`config.mk`:
```
export PLATFORM = sky130hd
export DESIGN_NAME = fp_norm_pack
export DESIGN_NICKNAME = d
export VERILOG_FILES = /design/src/rtl/fp_pkg.sv /design/src/rtl/fp_norm_pack_lzc.sv /design/src/rtl/fp_norm_pack.sv
export SDC_FILE = /design/constraint.sdc
export NUM_CORES = 1
export LEC_CHECK = 0
export CORE_ASPECT_RATIO = 1.75
export CORE_MARGIN = 4
export CORE_UTILIZATION = 45
export CTS_CLUSTER_SIZE = 12
export DETAILED_ROUTE_END_ITERATION = 8
export GPL_TIMING_DRIVEN = 0
export PLACE_DENSITY_LB_ADDON = 0.05
export SYNTH_ARGS = -nofsm -noshare
export SYNTH_HDL_FRONTEND = slang
export SYNTH_SLANG_ARGS = --single-unit
```
`constraint.sdc`:
```
create_clock -name clk -period 4.75 [get_ports clk]
set_input_delay 1.425 -clock clk [delete_from_list [all_inputs] [get_ports clk]]
set_output_delay 1.425 -clock clk [all_outputs]
set_load 0.01 [all_outputs]
```
`src/rtl/fp_pkg.sv`:
```
// Shared floating-point constants and the packed single-precision word layout
// used by the normalise/pack stage and its leading-zero decoder.
package fp_pkg;
    localparam int MANT_W_DEF = 24;
    localparam int EXP_W_DEF  = 8;
    localparam int LZ_W       = 5;
    localparam int EXP_BIAS   = 127;
    localparam logic [7:0] EXP_MAX = 8'hFF;

    localparam int SIGN_BIT = 31;
    localparam int EXP_HI   = 30;
    localparam int EXP_LO   = 23;
    localparam int FRAC_HI  = 22;
    localparam int FRAC_LO  = 0;

    // Field order matches bits 31 / 30:23 / 22:0 of the packed word.
    typedef struct packed {
        logic        sign;
        logic [7:0]  exp;
        logic [22:0] frac;
    } fp32_t;
endpackage

```
`src/rtl/fp_norm_pack_lzc.sv`:
```
// 24-bit leading-zero decoder plus a wrapper that adds the all-zero flag.
// lz reads as 0 for a zero mantissa; the zero flag disambiguates.
module lzc24
    import fp_pkg::*;
(
    input  logic [23:0]     i_mant,
    output logic [LZ_W-1:0] o_lz
);
    // Ascending scan: the last hit is the most significant set bit.
    always_comb begin
        o_lz = '0;
        for (int i = 0; i < 24; i++) begin
            if (i_mant[i]) o_lz = LZ_W'(23 - i);
        end
    end
endmodule

module fp_norm_pack_lzc
    import fp_pkg::*;
(
    input  logic [23:0]     i_mant,
    output logic [LZ_W-1:0] o_lz,
    output logic            o_zero
);
    lzc24 u_lzc24 (
        .i_mant (i_mant),
        .o_lz   (o_lz)
    );

    assign o_zero = (i_mant == 24'd0);
endmodule

```
`src/rtl/fp_norm_pack.sv`:
```
// Two-stage normalise-and-pack: stage 1 registers the operand with its
// leading-zero count, stage 2 shifts, adjusts the exponent and packs.
module fp_norm_pack
    import fp_pkg::*;
#(
    parameter int MANT_W = MANT_W_DEF,
    parameter int EXP_W  = EXP_W_DEF,
    parameter int CNT_W  = 16
) (
    input  logic              clk,
    input  logic              rst,
    input  logic              in_valid,
    output logic              in_ready,
    input  logic              in_sign,
    input  logic [EXP_W-1:0]  in_exp,
    input  logic [MANT_W-1:0] in_mant,
    output logic              out_valid,
    input  logic              out_ready,
    output logic [31:0]       out_data,
    output logic              out_zero,
    output logic              out_uf,
    output logic [CNT_W-1:0]  uf_count,
    input  logic              uf_clr
);
    // valid/ready: a word moves across an interface on the rising edge where
    // valid && ready; a producer holds valid and data stable until that edge.

    logic              r_s1_valid;
    logic              r_s1_sign;
    logic [EXP_W-1:0]  r_s1_exp;
    logic [MANT_W-1:0] r_s1_mant;
    logic [LZ_W-1:0]   r_s1_lz;
    logic              r_s1_zero;

    logic              r_out_valid;
    logic [31:0]       r_out_data;
    logic              r_out_zero;
    logic              r_out_uf;
    logic [CNT_W-1:0]  r_uf_count;

    logic [LZ_W-1:0]   w_lz;
    logic              w_mant_zero;
    logic              w_s1_adv;
    logic              w_s2_adv;
    logic              w_uf_xfer;
    logic [MANT_W-1:0] w_shifted;
    logic [EXP_W-1:0]  w_exp_adj;
    fp32_t             w_s2_word;
    logic              w_s2_zero;
    logic              w_s2_uf;

    fp_norm_pack_lzc u_lzc (
        .i_mant (in_mant),
        .o_lz   (w_lz),
        .o_zero (w_mant_zero)
    );

    assign w_s2_adv = !r_out_valid || out_ready;
    assign w_s1_adv = !r_s1_valid || w_s2_adv;
    assign in_ready = w_s1_adv;

    assign w_shifted = r_s1_mant << r_s1_lz;
    assign w_exp_adj = r_s1_exp - EXP_W'(r_s1_lz);

    // Guard exp <= lz keeps the exponent subtraction from wrapping.
    always_comb begin
        w_s2_word      = '0;
        w_s2_word.sign = r_s1_sign;
        w_s2_zero      = 1'b0;
        w_s2_uf        = 1'b0;
        if (r_s1_exp == EXP_W'(EXP_MAX)) begin
            w_s2_word.exp  = r_s1_exp;
            w_s2_word.frac = r_s1_mant[MANT_W-2:0];
        end else if (r_s1_zero) begin
            w_s2_zero = 1'b1;
        end else if (r_s1_exp <= EXP_W'(r_s1_lz)) begin
            w_s2_zero = 1'b1;
            w_s2_uf   = 1'b1;
        end else begin
            w_s2_word.exp  = w_exp_adj;
            w_s2_word.frac = w_shifted[MANT_W-2:0];
        end
    end

    assign w_uf_xfer = r_out_valid && out_ready && r_out_uf;

    always_ff @(posedge clk or posedge rst) begin
        if (rst) begin
            r_s1_valid  <= 1'b0;
            r_s1_sign   <= 1'b0;
            r_s1_exp    <= '0;
            r_s1_mant   <= '0;
            r_s1_lz     <= '0;
            r_s1_zero   <= 1'b0;
            r_out_valid <= 1'b0;
            r_out_data  <= '0;
            r_out_zero  <= 1'b0;
            r_out_uf    <= 1'b0;
            r_uf_count  <= '0;
        end else begin
            if (w_s1_adv) begin
                r_s1_valid <= in_valid;
                if (in_valid) begin
                    r_s1_sign <= in_sign;
                    r_s1_exp  <= in_exp;
                    r_s1_mant <= in_mant;
                    r_s1_lz   <= w_lz;
                    r_s1_zero <= w_mant_zero;
                end
            end
            if (w_s2_adv) begin
                r_out_valid <= r_s1_valid;
                if (r_s1_valid) begin
                    r_out_data <= w_s2_word;
                    r_out_zero <= w_s2_zero;
                    r_out_uf   <= w_s2_uf;
                end
            end
            if (uf_clr) begin
                r_uf_count <= '0;
            end else if (w_uf_xfer && (r_uf_count != {CNT_W{1'b1}})) begin
                r_uf_count <= r_uf_count + CNT_W'(1);
            end
        end
    end

    assign out_valid = r_out_valid;
    assign out_data  = r_out_data;
    assign out_zero  = r_out_zero;
    assign out_uf    = r_out_uf;
    assign uf_count  = r_uf_count;
endmodule

```
==> results.txt <==
Most used DFF post-synth - dfrtp_1
Critical Path End Type - output port
max incr delay on CP - 0.56 ns
CTS tree - yes
WL final - 16,800 µm
critical setup path kind - input pin to output port
Syn Nets - 613
# clock sinks - 90
Worst-Margin Slew - 0.788 ns
Power Density - 373 mW/mm²
Min-Delay Path Class - flop to flop
min Tclk post-route - 4.10 ns
routability-driven placement congestion ratio - 0.893
Cells after Synth - 568
asr flop ratio synth - 100%
largest net degree at the start of global routing - 63
mapped cell area - 0.00544 mm²
Worst Path Buf+Inv - 2
IO Count - 90
DRC viols - 0
Post-synth EDFFs - 0
CTS hold repair buffers - 0
number of diodes - 0
hpwl dp - 13,200 µm
register area share after synthesis - 41.4%
Tot Pwr - 2530 µW
CP delay by family, top - buffers and inverters
Fill cells - 1,122
worst-path cell chain - clkdlybuf4s50_1 > nand3b_1 > clkdlybuf4s50_1
Worst Clk Skew - 0.0114 ns
Via Count - 4,898
Max-Cap Viols - 0
CTS clk-pin slew, worst paths - 0.07 ns
H-Tree Depth - 3
# setup viols final - 0
GRT Util Overall - 24.3%
initial antenna violation count - 0
first-pass GRT wire length - 26,300 µm
vias in the first global route - 4,953
placed inst area - 0.00652 mm²
LEAKAGE - 0.00291 µW
total grt overflow - 0
Clk Latency, worst-skew pair - 0.34 ns
Core Area - 0.0117 mm²
WP data arrival - 2.68 ns
Post-CTS Setup Inserts - 0
Yosys warnings - 0
nets - 713
VDD IR-drop max - 208 µV
Final Max Tran Viols - 0
post-CTS sizing - 0
Die Ht - 153 µm
first-pass detailed-route iteration total - 7
Die Width - 91.1 µm
layout cells sized above 1 - 7.58%
CP max-delay cell - clkdlybuf4s50_1
Final period util - 86.3%
Initial Utilization - 46.5%
FF+latch count, synth - 90
Routed WL per cell - 20.8 µm
Vias/cell - 6.06
Synth cell types - 72
final instance area - 0.00679 mm²
RSZ-0062 raised after global routing - no
average size of a mapped cell - 9.58 µm²
Final Hold Viols - 0
clock tree buffer depth - 2
Setup TNS - 0 ns
max_slew headroom - 47.2%
First DRT Iteration DRCs - 219
total CTS buffers - 9
row count - 52
Post-DRT Antenna Nets - 0
Port Buffer Count - 88
CP dominant cell by count - clkdlybuf4s50_1
Area growth syn-to-layout - 24.9%
CP Max Fanout - 4
Fmax - 244 MHz
CTS Root Cell - clkbuf_16
final core occ - 58.0%
CP startpoint kind - input pin
required time of the worst setup path - 3.32 ns
status - complete, no violations
total die area - 0.0140 mm²
-- cells in the final DEF (no fill, tap or decap), drive strengths merged, types with 7 or more instances in the layout --
master and instances:
nand2 122, dfrtp 90, clkdlybuf4s50 88, nor2 58, clkbuf 28, mux2i 23
o21ai 23, mux4 19, a21oi 17, nand3 14, buf 14, nor4 12
xnor2 12, nand4 10, inv 10, a22oi 9, nor3 8, o22ai 8
o211ai 7
-- power breakdown --
group	switching, µW	internal [µW]	total (µW)	leakage [µW]
clock network	302	356	658	0.000132
logic	422	440	861	0.00164
registers	119	893	1010	0.00114
total	843	1690	2530	0.00291
-- cell type report --
cell class | count | area, µm² | area share [%]
tap | 135 | 169 | 2.49
clock buffer | 10 | 229 | 3.37
clock inverter | 6 | 43.8 | 0.645
buffer | 31 | 170 | 2.51
multi-input combinational | 436 | 2980 | 43.8
timing repair buffer | 89 | 908 | 13.4
sequential | 90 | 2250 | 33.2
inverter | 11 | 43.8 | 0.645
-- cell usage after synthesis, drive strengths merged, types with 3 or more instances --
library cell	n	share of area, %
nand2	122	8.4
dfrtp	90	41
nor2	58	4.0
mux2i	23	4.2
o21ai	23	2.2
mux4	19	8.8
clkbuf	18	1.2
a21oi	17	1.6
nand3	14	1.4
buf	13	1.9
nor4	12	1.4
xnor2	12	1.9
inv	10	0.69
nand4	10	1.4
a22oi	9	1.2
nor3	8	0.74
o22ai	8	0.92
o211ai	7	1.1
ha	6	1.4
nand2b	6	0.69
a211oi	5	0.78
a31oi	5	0.57
xor2	5	0.80
and2	4	0.46
and3	4	0.48
and4	4	0.64
mux2	4	0.83
a221o	3	0.55
a22o	3	0.48
nor2b	3	0.35
o221ai	3	0.48
o32ai	3	0.48
or4	3	0.41
-- metal layers --
layer  part of all wire [%]  vias to the layer above  global-route usage [%]
met4                    5.3                        0                    13.0
met2                     54                      189                    44.7
met1                     37                     2370                    26.0
li1                       -                     2290                       -
met3                    4.5                       49                    3.84
met5                      0                        -                       0
-- worst reg2reg max path, cell delays in order (launching register included) --
cell and delay (ns):
dfrtp_1 0.32, clkbuf_1 0.33, clkinv_1 0.45, ha_1 0.48, o21ai_0 0.39, o211ai_2 0.20
nand4_4 0.22, buf_1 0.48, o221ai_1 0.21
-- sequential cells by signal (all words and copies together) (netlist names) --
| register | cells |
|---|---|
| out_data | 32 |
| r_s1_valid | 1 |
| r_s1_lz | 5 |
| r_s1_zero | 1 |
| out_uf | 1 |
| r_s1_exp | 8 |
| r_s1_mant | 23 |
| out_valid | 1 |
| uf_count | 16 |
| r_s1_sign | 1 |
| out_zero | 1 |
-- cells by family (layout without fill, tap and decap cells) --
family	after synthesis	after routing	synth area share (%)
AOI/OAI and AO/OA	109	109	14.6
xor gates and xnor gates	17	17	2.74
adders and majority gates	7	7	1.75
buffers and inverters	42	147	3.89
DFF	90	90	41.4
muxes	46	46	13.8
and+or+nand+nor	257	257	21.8
-- path summary, 6_finish.rpt --
kind	cells past startpoint	slack (ns)	endpoint	from
worst max-delay path	3	0.65	in_ready	out_ready
worst min-delay path	2	0.48	out_data[31]$_DFFE_PP0P_	out_data[31]$_DFFE_PP0P_
worst max register to register	8	1.52	out_data[18]$_DFFE_PP0P_	r_s1_lz[3]$_DFFE_PP0P_
worst min register to register	2	0.48	out_data[31]$_DFFE_PP0P_	out_data[31]$_DFFE_PP0P_
max in group asynchronous	3	2.67	out_data[6]$_DFFE_PP0P_	rst
min in group asynchronous	2	1.43	out_data[20]$_DFFE_PP0P_	rst
-- through the flow --
stage | worst slack (ns) | std cells | hold slack, ns
floorplan | 0.990 | 568 | 0.439
global placement | -0.373 | 791 | 0.455
detailed placement | 0.664 | 792 | 0.470
global route | 0.604 | 808 | 0.523
CTS | 0.654 | 808 | 0.485
finish | 0.650 | 808 | 0.478
(Power assumes the default switching activity.)
